### src/rtl/smartpark_pkg.sv
// smartpark_pkg: park codes, FSM encoding and sensor constants for line_track_filter.
package smartpark_pkg;
   localparam logic [1:0] PARK_DRIVE = 2'b00, PARK_APPROACH = 2'b01, PARK_STOP = 2'b10, PARK_DONE = 2'b11;
   localparam logic [2:0] ST_INIT = 3'd0, ST_DRIVE = 3'd1, ST_APPROACH = 3'd2, ST_STOPPING = 3'd3, ST_PARKED = 3'd4;
   localparam logic [4:0] BAR_PATTERN = 5'b11111;
   localparam logic [4:0] TURN_RST = 5'b00100;
   function automatic logic [1:0] park_code(input logic [2:0] s);
      return s == ST_APPROACH ? PARK_APPROACH : s == ST_STOPPING ? PARK_STOP : s == ST_PARKED ? PARK_DONE : PARK_DRIVE;
   endfunction
endpackage

### src/rtl/sensor_debounce.sv
// sensor_debounce: synchronizes the raw IR sensors, samples them on a divided tick
// and only passes a vector to turn after STABLE_CNT identical samples.
module sensor_debounce import smartpark_pkg::*; #(
   parameter int SAMPLE_DIV = 50000,
   parameter int STABLE_CNT = 4
) (
   input  logic       clk,
   input  logic       rst,
   input  logic [4:0] sensor_raw,
   output logic [4:0] turn,
   output logic       tick,
   output logic       loaded
);
   localparam int DW = $clog2(SAMPLE_DIV) + 1;
   localparam int CW = $clog2(STABLE_CNT) + 1;
   logic [4:0] s1, sens_s, cand;
   logic [DW-1:0] div;
   logic [CW-1:0] cnt, cnt_n;
   logic match, load;
   assign tick = div == DW'(SAMPLE_DIV - 1);
   // a saturated count must not reload; with STABLE_CNT=1 a fresh candidate loads at once
   always_comb begin
      match = sens_s == cand;
      cnt_n = !match ? CW'(1) : cnt == CW'(STABLE_CNT) ? cnt : cnt + CW'(1);
      load = tick && cnt_n == CW'(STABLE_CNT) && (!match || cnt != CW'(STABLE_CNT));
   end
   always_ff @(posedge clk) begin
      if (rst) begin
         s1 <= '0;
         sens_s <= '0;
         div <= '0;
         cand <= '0;
         cnt <= '0;
         turn <= TURN_RST;
         loaded <= 1'b0;
      end else begin
         s1 <= sensor_raw;
         sens_s <= s1;
         div <= tick ? '0 : div + DW'(1);
         if (tick) begin
            cand <= sens_s;
            cnt <= cnt_n;
         end
         if (load) turn <= sens_s;
         loaded <= load;
      end
   end
endmodule

### src/rtl/line_track_filter.sv
// line_track_filter: debounced line sensors plus the parking-bar FSM.
// Define APPROACH_TIMEOUT_EN to let APPROACH fall back to DRIVE after TIMEOUT_TICKS ticks.
module line_track_filter import smartpark_pkg::*; #(
   parameter int SAMPLE_DIV    = 50000,
   parameter int STABLE_CNT    = 4,
   parameter int HOLD_TICKS    = 200,
   parameter int TIMEOUT_TICKS = 2000
) (
   input  logic       clk,
   input  logic       rst,
   input  logic [4:0] sensor_raw,
   input  logic       restart,
   output logic [4:0] turn,
   output logic [1:0] park,
   output logic       run,
   output logic       tick
);
   localparam int HW = $clog2(HOLD_TICKS) + 1;
   logic loaded, bar_rise, hold_done, timeout;
   logic [4:0] turn_d;
   logic [2:0] state, nxt;
   logic [HW-1:0] hold;
   sensor_debounce #(.SAMPLE_DIV(SAMPLE_DIV), .STABLE_CNT(STABLE_CNT)) u_debounce (
      .clk(clk), .rst(rst), .sensor_raw(sensor_raw), .turn(turn), .tick(tick), .loaded(loaded)
   );
   assign hold_done = tick && hold == HW'(HOLD_TICKS - 1);
`ifdef APPROACH_TIMEOUT_EN
   localparam int TW = $clog2(TIMEOUT_TICKS) + 1;
   logic [TW-1:0] tmo;
   assign timeout = tick && tmo == TW'(TIMEOUT_TICKS - 1);
   always_ff @(posedge clk) begin
      if (rst) tmo <= '0;
      else tmo <= nxt != state ? '0 : tmo + TW'(state == ST_APPROACH && tick);
   end
`else
   assign timeout = TIMEOUT_TICKS < 0;
`endif
   // a bar wins over a coincident timeout; in PARKED only restart matters
   always_comb begin
      nxt = state == ST_INIT     ? (loaded ? ST_DRIVE : ST_INIT) :
            state == ST_DRIVE    ? (bar_rise ? ST_APPROACH : ST_DRIVE) :
            state == ST_APPROACH ? (bar_rise ? ST_STOPPING : timeout ? ST_DRIVE : ST_APPROACH) :
            state == ST_STOPPING ? (hold_done ? ST_PARKED : ST_STOPPING) :
                                   (restart ? ST_DRIVE : ST_PARKED);
   end
   always_ff @(posedge clk) begin
      if (rst) begin
         state <= ST_INIT;
         park <= PARK_DRIVE;
         run <= 1'b0;
         turn_d <= TURN_RST;
         bar_rise <= 1'b0;
         hold <= '0;
      end else begin
         state <= nxt;
         park <= park_code(nxt);
         run <= nxt == ST_DRIVE || nxt == ST_APPROACH || nxt == ST_STOPPING;
         turn_d <= turn;
         bar_rise <= turn == BAR_PATTERN && turn_d != BAR_PATTERN;
         hold <= nxt != state ? '0 : hold + HW'(state == ST_STOPPING && tick);
      end
   end
endmodule

### config.mk
export PLATFORM = sky130hd
export DESIGN_NAME = line_track_filter
export DESIGN_NICKNAME = d
export VERILOG_FILES = /design/src/rtl/smartpark_pkg.sv /design/src/rtl/sensor_debounce.sv /design/src/rtl/line_track_filter.sv
export SDC_FILE = /design/constraint.sdc
export NUM_CORES = 1
export LEC_CHECK = 0
export BUFFER_PORTS_ARGS = -buffer_cell sky130_fd_sc_hd__buf_2
export CORE_MARGIN = 10
export CORE_UTILIZATION = 30
export DETAILED_ROUTE_END_ITERATION = 6
export GPL_TIMING_DRIVEN = 0
export SYNTH_ARGS = -nofsm -noshare
export SYNTH_HDL_FRONTEND = slang
export SYNTH_SLANG_ARGS = --single-unit
### constraint.sdc
create_clock -name clk -period 5.3 [get_ports clk]
set_input_delay 0.53 -clock clk [delete_from_list [all_inputs] [get_ports clk]]
set_output_delay 0.53 -clock clk [all_outputs]
set_load 0.01 [all_outputs]
==> results.txt <==
- Number of remaining DRC errors: 0
* Ordered cell list for the critical path: or3_1 > or2_4 > nor3_4 > and3_1 > ha_1 > ha_1 > nand3_1 > nor2_1 > xnor2_1 > nor2_1
- Synth Flop Type: dfxtp_1
- During synthesis, Yosys emitted a total of 0 warnings.
- H-tree levels: 3
- Buffers placed on the I/O ports in this run total 15.
- EDFF count, synth: 0
- The tool flagged a number of max-cap violations equal to 0.
* Commonest non-fill, non-tap cell in the layout: dfxtp_1
- Register-to-Register Path Depth: 10
- The initial antenna violation count came to 0.
- Worst ir drop on vdd: 106 µV
- The floorplan step defined a die boundary enclosing 13,000 µm².
* Post-layout minimum cycle time: 2.53 ns
- Wire length of the first global-routing pass: 8.59 mm
- Die boundary width: 114 µm
* Synthesized net count: 291
* Worst min-delay path endpoint: u_debounce.s1[3]
- RR Startpoint: u_debounce.div[5]
* Detailed Routing Iterations Pass 1: 5
* Setup-violating endpoint count in the final report: 0
- Antenna cells: 0
* CP Data Required Time: 5.50 ns
- Slowest cell on the critical path: or3_1
- For the pin with the worst max-slew slack, the measured transition is 0.541 ns.
* Register bit count reported by yosys: 62
- Crit path max fanout: 5
- In the routed layout, each cell is associated on average with a via count of 4.66.
- In this run the most critical hold path is launched from sensor_raw[3].
- The number of setup buffers added after CTS is 0.
- On the final layout, the worst clock skew is 0.00758 ns.
* IO Count: 17
* Cell count after synthesis: 278
- From synthesis to final layout, the design area changed by 15.6%.
* F_max: 0.396 GHz
* Maximum number of pins on one net before global-route repair: 11
- Gates resized during post-CTS repair numbered 0.
* Number of pins with negative max-slew slack in the final report: 0
- Clock edge transition at the registers on the reported setup and hold paths: 0.07 ns
- In the final layout, the share of cells above drive strength 1 is 17.9%.
* Number of nets with antenna violations after detailed routing: 0
* Tightest Hold Check Type: input port to flip-flop
- Global Route Usage Sum: 8.13%
* Root Driver: clkbuf_8
- The clock passes through at most 2 buffers.
* Post-Place Worst Slack: 2.77 ns
- Setup slack on the critical path of the routed design comes to 2.77 ns.
* Detailed placer's ending HPWL: 3.52 mm
- Register area share after synthesis: 46.8%
* Vias in the first global route: 1,919
* Placeable core region: 8680 µm²
- For this run the aggregate overflow at the end of global routing stands at 0.
- In this run the cell area measured after placement is 2860 µm².
- Crit. End Element: flip-flop
- In the final timing run, aggregate negative setup slack is 0 ns.
* Final Cell Area: 3070 µm²
- The setup path with the least slack is of type flip-flop to flip-flop.
* Unrepaired setup endpoints after global routing: no
- R2R Path End: hold[8]
- Height of the chip: 114 µm
* Final hold violation count: 0
* Min-Delay Path Depth: 2
- Final layout net count: 317
* Synthesized area: 2650 µm²
- The number of hold buffers added after CTS was 0.
* Worst reg-to-reg setup slack: 2.77 ns
* Delay of the slowest cell on the worst path: 0.40 ns
* Starting density of the core: 30.6%
* Clock latency of the later-clocked register in the worst-skew pair: 0.33 ns
- The routed layout has 1,939 vias.
- Detail-routed net length per standard cell: 11.7 µm
- TritonCTS built the clock tree.
- Final hold analysis gives a worst-case slack of 0.401 ns.
* Worst relative slew slack: 63.9%
* Number of clock sinks seen by CTS: 62
- The routed design has 4.86 mm of wire.
* Library cells used by synthesis: 48
- The floorplan has 34 rows.
- Fill cell total of the finished layout: 900
- Most frequent cells in the layout: dfxtp_1, nor2_1, nor2b_1, buf_2, xnor2_1
* P per Cell Area: 305 nW/µm²
* Signal arrival time at the worst endpoint: 2.73 ns
- The worst setup path is launched from a flip-flop.
* Global placer's final weighted congestion: 0.756
- DRT iter0 DRCs: 79
- Summing internal, switching and leakage power gives 935 µW.
- Number of buffers created by CTS: 9
- After layout, the worst path uses 47.7% of the clock period.
- Counting flops with an async set or reset pin after synthesis yields a share of 0%.
- For this design the static power due to leakage is 1.16 nW.
- The run finished with clean final reports.
- A synthesized cell averages 9.54 µm².
routing by layer:
metal  track usage [%]  share of wire, %  vias to the layer above
met4              3.59               1.2                        0
li1                  -                 -                      996
met3              3.94               5.1                        4
met1              9.74                48                      906
met2              12.0                45                       33
met5                 0                 0                        -
worst max-delay path: cells and delay by family, from the launching register on:
| family | cells | cell delay [ns] |
|---|---|---|
| AND/OR/NAND/NOR | 7 | 1.50 |
| flip-flops | 1 | 0.36 |
| adder cells (fa/ha/maj) | 2 | 0.41 |
| XOR/XNOR | 1 | 0.13 |
synthesized netlist by cell type (2+ instances only):
cell,number,area (µm²)
and3_1,7,43.8
nor2_1,33,124
mux2i_1,7,70.1
ha_1,5,62.6
or4b_2,2,20.0
xnor2_1,16,140
xor2_1,11,96.3
clkbuf_1,7,26.3
nor3_1,7,35.0
nand3_1,14,70.1
nor3b_1,3,22.5
a31oi_1,2,12.5
inv_1,8,30.0
o21ai_0,5,25.0
or3_1,2,12.5
dfxtp_1,62,1240
nand2b_1,2,12.5
a21o_1,2,15.0
nand4_1,3,18.8
o31ai_1,2,15.0
a21oi_1,5,25.0
nand2_1,11,41.3
a211oi_1,2,15.0
nor3_4,2,32.5
nor4_1,2,12.5
mux2_2,4,45.0
nor2_2,10,62.6
nor2b_1,22,138
worst max path at each step:
stage                            startpoint  endpoint  slack (ns)  cells after the start
final                     u_debounce.div[5]   hold[8]        2.77                     10
after global routing      u_debounce.div[0]   hold[8]        2.52                     11
after CTS                 u_debounce.div[0]   hold[8]        2.75                     11
after detailed placement  u_debounce.div[0]   hold[8]        2.77                     11
after global placement    u_debounce.div[0]   hold[8]        2.77                     11
after floorplan           u_debounce.div[5]   hold[8]        2.98                     10
flip-flops by register name (all words and copies together), names as in the netlist, 5 cells and up:
register / count
u_debounce.cand: 5
turn_d: 5
hold: 9
u_debounce.div: 17
u_debounce.s1: 5
u_debounce.sens_s: 5
u_debounce.turn: 5
power by group:
group | leakage (nW) | internal (mW) | switching [mW]
Clock | 0.0994 | 0.262 | 0.170
Combinational | 0.560 | 0.0118 | 0.0164
Sequential | 0.502 | 0.471 | 0.00327
Total | 1.16 | 0.745 | 0.190
through the flow:
step           util (%)  instances
3_3_place_gp       33.0        401
2_1_floorplan         -        278
4_1_cts            35.3        416
3_5_place_dp       33.0        401
6_report           35.3        416
5_1_grt            35.3        416
final cells by class:
| cell class | instances | area [µm²] | share of cell area, % |
|---|---|---|---|
| clock inverters | 4 | 72.6 | 2.37 |
| inverters | 8 | 30.0 | 0.980 |
| repair buffers | 15 | 75.1 | 2.45 |
| clock buffers | 11 | 131 | 4.29 |
| plain buffers | 11 | 66.3 | 2.16 |
| multi-input cells | 197 | 1310 | 42.9 |
| flip-flops and latches | 62 | 1240 | 40.5 |
| well taps | 108 | 135 | 4.41 |
logic make-up (layout without fill, tap and decap cells):
group	after synthesis	in the layout	synth area share (%)
multiplexers	11	11	4.34
AND/OR/NAND/NOR	130	130	27.7
adder cells (fa/ha/maj)	5	5	2.36
flip-flops	62	62	46.8
AO/OA/AOI/OAI	24	24	6.23
buffers and inverters	19	49	3.63
XOR/XNOR	27	27	8.92
Note: power is estimated with default switching activity, not from simulation.
